<file path="src/rtl/tcdm_master_shim.sv">
// Valid/ready initiator to TCDM req/gnt bridge with credit-limited in-order response FIFO.
// Requests pass through combinationally; responses appear one cycle after vld_i, held under rsp_ready_i=0.
module tcdm_master_shim #(
  parameter int unsigned AddrWidth      = 32,
  parameter int unsigned DataWidth      = 32,
  parameter int unsigned BeWidth        = DataWidth / 8,
  parameter int unsigned MaxOutstanding = 4,
  parameter bit          WriteRespOn    = 1'b1,
  parameter int unsigned RespLat        = 2,
  localparam int unsigned CntWidth      = $clog2(MaxOutstanding + 1),
  localparam int unsigned PtrWidth      = (MaxOutstanding > 1) ? $clog2(MaxOutstanding) : 1,
  localparam int unsigned SupWidth      = $clog2(RespLat + 2)
) (
  input  logic                 clk_i,
  input  logic                 rst_ni,
  input  logic                 in_valid_i,
  output logic                 in_ready_o,
  input  logic [AddrWidth-1:0] in_addr_i,
  input  logic                 in_wen_i,
  input  logic [DataWidth-1:0] in_wdata_i,
  input  logic [BeWidth-1:0]   in_be_i,
  output logic                 rsp_valid_o,
  input  logic                 rsp_ready_i,
  output logic [DataWidth-1:0] rsp_rdata_o,
  output logic                 req_o,
  input  logic                 gnt_i,
  output logic [AddrWidth-1:0] add_o,
  output logic                 wen_o,
  output logic [DataWidth-1:0] wdata_o,
  output logic [BeWidth-1:0]   be_o,
  input  logic                 vld_i,
  input  logic [DataWidth-1:0] rdata_i,
  output logic [CntWidth-1:0]  outstanding_o
);

  logic [CntWidth-1:0]  cnt_q, cnt_d, occ_q, occ_d;
  logic [PtrWidth-1:0]  wptr_q, wptr_d, rptr_q, rptr_d;
  logic [SupWidth-1:0]  sup_q;
  logic [DataWidth-1:0] mem_q [MaxOutstanding];
  logic                 credit_ok, xfer, inc, push, pop;

  function automatic logic [PtrWidth-1:0] ptr_inc(input logic [PtrWidth-1:0] p);
    return (p == PtrWidth'(MaxOutstanding - 1)) ? '0 : p + PtrWidth'(1);
  endfunction

  assign credit_ok     = cnt_q < CntWidth'(MaxOutstanding);
  assign req_o         = in_valid_i & credit_ok;
  assign in_ready_o    = gnt_i & credit_ok;
  assign add_o         = in_addr_i;
  assign wen_o         = in_wen_i;
  assign wdata_o       = in_wdata_i;
  assign be_o          = in_be_i;
  assign outstanding_o = cnt_q;

  assign xfer = req_o & gnt_i;
  assign inc  = xfer & (~in_wen_i | WriteRespOn);

  // A response is only legal while some granted transaction still lacks one.
  assign push        = vld_i & (occ_q != cnt_q);
  assign rsp_valid_o = (occ_q != '0);
  assign pop         = rsp_valid_o & rsp_ready_i;
  assign rsp_rdata_o = mem_q[rptr_q];

  always_comb begin
    cnt_d  = cnt_q;
    occ_d  = occ_q;
    wptr_d = wptr_q;
    rptr_d = rptr_q;
    case ({inc, pop})
      2'b10:   cnt_d = cnt_q + CntWidth'(1);
      2'b01:   cnt_d = cnt_q - CntWidth'(1);
      default: cnt_d = cnt_q;
    endcase
    case ({push, pop})
      2'b10:   occ_d = occ_q + CntWidth'(1);
      2'b01:   occ_d = occ_q - CntWidth'(1);
      default: occ_d = occ_q;
    endcase
    if (push) wptr_d = ptr_inc(wptr_q);
    if (pop)  rptr_d = ptr_inc(rptr_q);
  end

  always_ff @(posedge clk_i or negedge rst_ni) begin
    if (!rst_ni) begin
      cnt_q  <= '0;
      occ_q  <= '0;
      wptr_q <= '0;
      rptr_q <= '0;
    end else begin
      cnt_q  <= cnt_d;
      occ_q  <= occ_d;
      wptr_q <= wptr_d;
      rptr_q <= rptr_d;
    end
  end

  always_ff @(posedge clk_i) begin
    if (push) mem_q[wptr_q] <= rdata_i;
  end

  // Responses to requests in flight across reset may still land for a few cycles.
  always_ff @(posedge clk_i or negedge rst_ni) begin
    if (!rst_ni) begin
      sup_q <= SupWidth'(RespLat);
    end else if (sup_q != '0) begin
      sup_q <= sup_q - SupWidth'(1);
    end
  end

  always_ff @(posedge clk_i) begin
    if (rst_ni && (sup_q == '0)) begin
      unexpected_rsp: assert (!(vld_i && (occ_q == cnt_q)));
    end
  end

endmodule

</file>
<file path="config.mk">
export PLATFORM = sky130hd
export DESIGN_NAME = tcdm_master_shim
export DESIGN_NICKNAME = d
export VERILOG_FILES = /design/src/rtl/tcdm_master_shim.sv
export SDC_FILE = /design/constraint.sdc
export NUM_CORES = 1
export LEC_CHECK = 0
export ABC_AREA = 1
export BUFFER_PORTS_ARGS = -buffer_cell sky130_fd_sc_hd__buf_4
export CAP_MARGIN = 30
export CORE_UTILIZATION = 31
export DETAILED_ROUTE_END_ITERATION = 6
export HOLD_SLACK_MARGIN = 0.1
export SLEW_MARGIN = 25
export SYNTH_ARGS = -nofsm -noshare
export SYNTH_HDL_FRONTEND = slang
export SYNTH_SLANG_ARGS = --single-unit
</file>
<file path="constraint.sdc">
create_clock -name clk_i -period 6.8 [get_ports clk_i]
set_input_delay 1.02 -clock clk_i [delete_from_list [all_inputs] [get_ports clk_i]]
set_output_delay 1.02 -clock clk_i [all_outputs]
set_load 0.05 [all_outputs]
</file>
Word level (Yosys, flattened, before mapping)
Memories as Yosys holds them, arrays and structs flattened. Index checks and enable logic that the tools add are counted.

Flip-flop bits (word level): 10. Bits in writable memories: 128. Input port bits: 107. Output and inout bits: 107. Word-level logic and storage cells: 33. Memories: 1.

Memory list: mem_q (depth 4, width 32, read ports 1, clocked after memory_dff 0, wr ports 1, RTL line 39) `logic [DataWidth-1:0] mem_q [MaxOutstanding];`.

$add $sub $neg: 6. Order comparisons: 1. Eq/ne operators: 7. Mux-type cells: 6. Bitwise logic cells: 5. Reduce and logical (&&, ||, !) cells: 3.

Operator list (count): 3-bit one-hot mux with 2 select lines (2); 2-bit equality test (second input constant) (4); 3-bit by 1-bit adder with 3-bit output (second input constant) (2); 3-bit by 1-bit subtractor with 3-bit output (second input constant) (2); 1-bit AND (5); 2-bit by 1-bit adder with 2-bit output (second input constant) (2); 2-bit by 1-bit equality test with 1-bit output (second input constant) (2); 2-bit two-way mux (2); 2-bit nonzero test (2); 3-bit < comparator (second input constant) (1); 3-bit inequality test (1); 3-bit nonzero test (1); 1-bit two-way mux (2).

Longest topological paths before layout
Word-level depth: 5. Mapped depth: 11. Depth with buffers taken out: 11.

Least setup slack after synthesis
Ideal clock, no wire load.

Kind: reg-to-reg. From: register cnt_q[0], in the netlist outstanding_o[0]. To: memory mem_q[0][0], enable pin. Library setup time: 421 ps. Arrival time: 2564 ps. Required time: 6379 ps. Slack: 3815 ps. Stages on the path, launching flop included: 7. Path buffers: 0. Path through: dfrtp_1 inv_1 nand2_1 nand2_1 nand3_1 nand2_1 nor2_1.

Word-level cells in the longest chain between the ends: 4.

RTL lines: start: declaration (RTL line 36) `logic [CntWidth-1:0] cnt_q, cnt_d, occ_q, occ_d;`; start signal: assignment (RTL line 90) `cnt_q <= cnt_d;`; 3-bit inequality test (RTL line 59) `assign push = vld_i & (occ_q != cnt_q);`; 1-bit AND (RTL line 59); 1-bit two-way mux (RTL line 98) `if (push) mem_q[wptr_q] <= rdata_i;`; 1-bit two-way mux (implied by the code) (RTL line 98); end: declaration (RTL line 39).

No other way between the ends.

Worst setup path after layout
From: register rptr_q[0]. To: output port rsp_rdata_o[31].

Word-level cells in the longest chain between the ends: 1.

RTL lines: start: declaration (RTL line 37) `logic [PtrWidth-1:0] wptr_q, wptr_d, rptr_q, rptr_d;`; start signal: assignment (RTL line 93) `rptr_q <= rptr_d;`; memory read 4 x 32 bit; end: declaration (RTL line 24) `output logic [DataWidth-1:0] rsp_rdata_o,`.

No other way between the ends.

==> results.toml <==
[run_status]
outcome = "finished clean"

[critical_path]
cp_top_family = "buffers and inverters"
critical_path.cell_chain = "inv_2, buf_12, o21ai_0, o22ai_1, buf_4"
critical_path.max_fanout = 37
cp_slowest_cell = "inv_2"
crit_path_end_kind = "primary output"
critical_path_class = "reg2out"
crit_path_max_incr_delay_ns = 0.44
crit_required_ns = 5.78
path_buf_inv = 3
start_kind = "flop"
worstPathArrival_ns = 2.10

[floorplan]
core_area_um2 = 18700
io_pins = 214
die-area_um2 = 19600
rows = 50
die_x_um = 140
die_h_um = 140
start_util_pct = 31.6

[synthesis]
netlist.area_leader.share_pct = 65.1
async_flop_share_pct = 7.25
syn_avg_cell_area_um2 = 12.9
yosysTopAreaCell = "edfxtp_1"
ys_types = 20
synth-seq-area-share_pct = 69.4
synth_edf_count = 128
ys_seq_elements = 138
ys_warn_count = 0
yosysMostFrequentCell = "edfxtp_1"
synth_flop_cell = "edfxtp_1"
syn_inst = 456
synthesis.area_um2 = 5900
ys_top_cells_by_area = "edfxtp_1 (65%), buf_4 (8.8%), nor2_1 (4.6%)"
synth_fp_nets = 572
yosys-top-cells-count = "edfxtp_1 (128), nor2_1 (72), buf_4 (69), o21ai_0 (49), o22ai_1 (32)"

[drt]
wl_per_cell_um = 19.1
via_per_inst = 4.78
drt_iter0_drc = 173
drc = 0
wl_mm = 13.7
drtPass1Iterations = 4
drtAntennaViolNets = 0
num_vias = 3419

[clocking]
insertion_delay_ns = 0.42
post_cts_buffers = 0
cts_resized = 0
cts_root_buf = "clkbuf_16"
cts_hold_buf = 0
cts.sinks = 138
clk_path_buf_depth = 2
numCtsBuffers = 17
htree_num_levels = 4
cts_tree = "done"
clk_pin_slew_worst_paths_ns = 0.06

[sta]
timing.fmax_mhz = 321
fin_crit_sh_pct = 45.8
tightest_slew_ns = 0.677
grt_setup_unrepaired = "no"
finalSetupViolCount = 0
hold_viol = 0
max-slew-margin-rel_pct = 54.9
skew_ns = 0.00689
report.final.slew_viol_count = 0
final.setup.tns_ns = 0
min_period_ns = 3.12

[power_and_ir_drop]
p_per_area_nw_per_um2 = 543
p_total_mw = 3.71
vdd_ir_drop_max_mv = 0.370
power.leakage_nw = 2.46

[place]
globalplace.congestion = 0.708
post_dp_cell_area_um2 = 6270
io_buffers = 75
dp_hpwl_mm = 9.22

[finish]
fin_area_um2 = 6830
syn_to_final_growth_pct = 15.7
nNetsFinal = 584
antennaDiodeCount = 0
drive_gt1_share_pct = 25.2
nFillCells = 1766

[grt]
antenna_found_initial = 0
grt_pass1_vias = 3510
grt_usage_pct = 14.4
gr-total-overflow = 0
grt_max_degree = 67
grt_pass1_wl_mm = 20.5

[worst_hold_path]
hp-class = "in2async"

[run]
max-cap-violations = 0
-- per-layer routing --
| metal | vias up | track usage [%] | share of wire (%) |
|---|---|---|---|
| li1 | 1586 | - | - |
| met1 | 1654 | 14.0 | 34 |
| met2 | 114 | 25.5 | 53 |
| met3 | 65 | 5.98 | 7.8 |
| met4 | 0 | 8.85 | 4.6 |
| met5 | - | 0 | 0 |
-- worst reg2reg max path, stage by stage, from the launching register on --
cell     delay, ns
dfrtp_1       0.44
inv_1         0.11
nand2_1       0.06
nand2_1       0.05
nand3_1       0.12
nand2_1       0.38
ha_1          0.23
inv_1         0.07
fa_1          0.38
a21oi_1       0.15
o21ai_0       0.11
xor2_1        0.16
-- stage by stage --
step	hold slack [ns]	std cells	setup WS, ns	util, %
finish	0.419	715	3.68	36.5
global route	0.402	715	3.51	36.5
CTS	0.400	715	3.65	36.5
detailed placement	0.511	683	4.08	33.5
global placement	0.497	678	3.92	32.9
floorplan	0.467	456	3.81	-
-- final cells by class --
cell class / count / area, um^2 / area share (%)
tap: 234 / 293 / 4.29
clock buffer: 17 / 425 / 6.23
inverter: 18 / 67.6 / 0.989
clock inverter: 15 / 130 / 1.91
timing repair buffer: 82 / 701 / 10.3
multi-input combinational: 211 / 1120 / 16.4
sequential: 138 / 4100 / 60.0
-- registers in the layout, indices dropped and copies added (netlist names) --
register       flops
wptr_q             2
mem_q            128
occ_q              3
rptr_q             2
outstanding_o      3
-- cells by family after synthesis --
logic type      share of synthesized area, %
compound gates                          9.50
fa+ha+maj                               2.16
xor+xnor                               0.742
flops                                   69.4
buf+inv                                 12.2
simple gates                            6.04
-- worst paths after layout --
check                            startpoint                to  slack [ns]  cells past startpoint
min in group clk_i                 occ_q[0]          occ_q[0]        0.52                      1
max in group asynchronous            rst_ni         rptr_q[0]        6.22                      1
min reg2reg                        occ_q[0]          occ_q[0]        0.52                      1
max                               rptr_q[0]   rsp_rdata_o[31]        3.68                      5
max reg2reg                outstanding_o[2]          occ_q[2]        4.44                     11
min                                  rst_ni  outstanding_o[1]        0.42                      1
-- cell usage in the layout (no fill, tap or decap), types with 7 or more instances in the layout --
cell	instances
nor2_1	68
o21ai_0	49
o22ai_1	32
o21ai_1	21
ha_1	7
inv_6	8
clkbuf_16	17
buf_4	77
inv_1	16
edfxtp_1	128
nand2_1	16
dfrtp_1	9
-- power by group --
group / internal [mW] / switching [mW]
Combinational: 0.464 / 1.18
Sequential: 1.14 / 0.0611
Clock: 0.480 / 0.379
(Power assumes the default switching activity.)
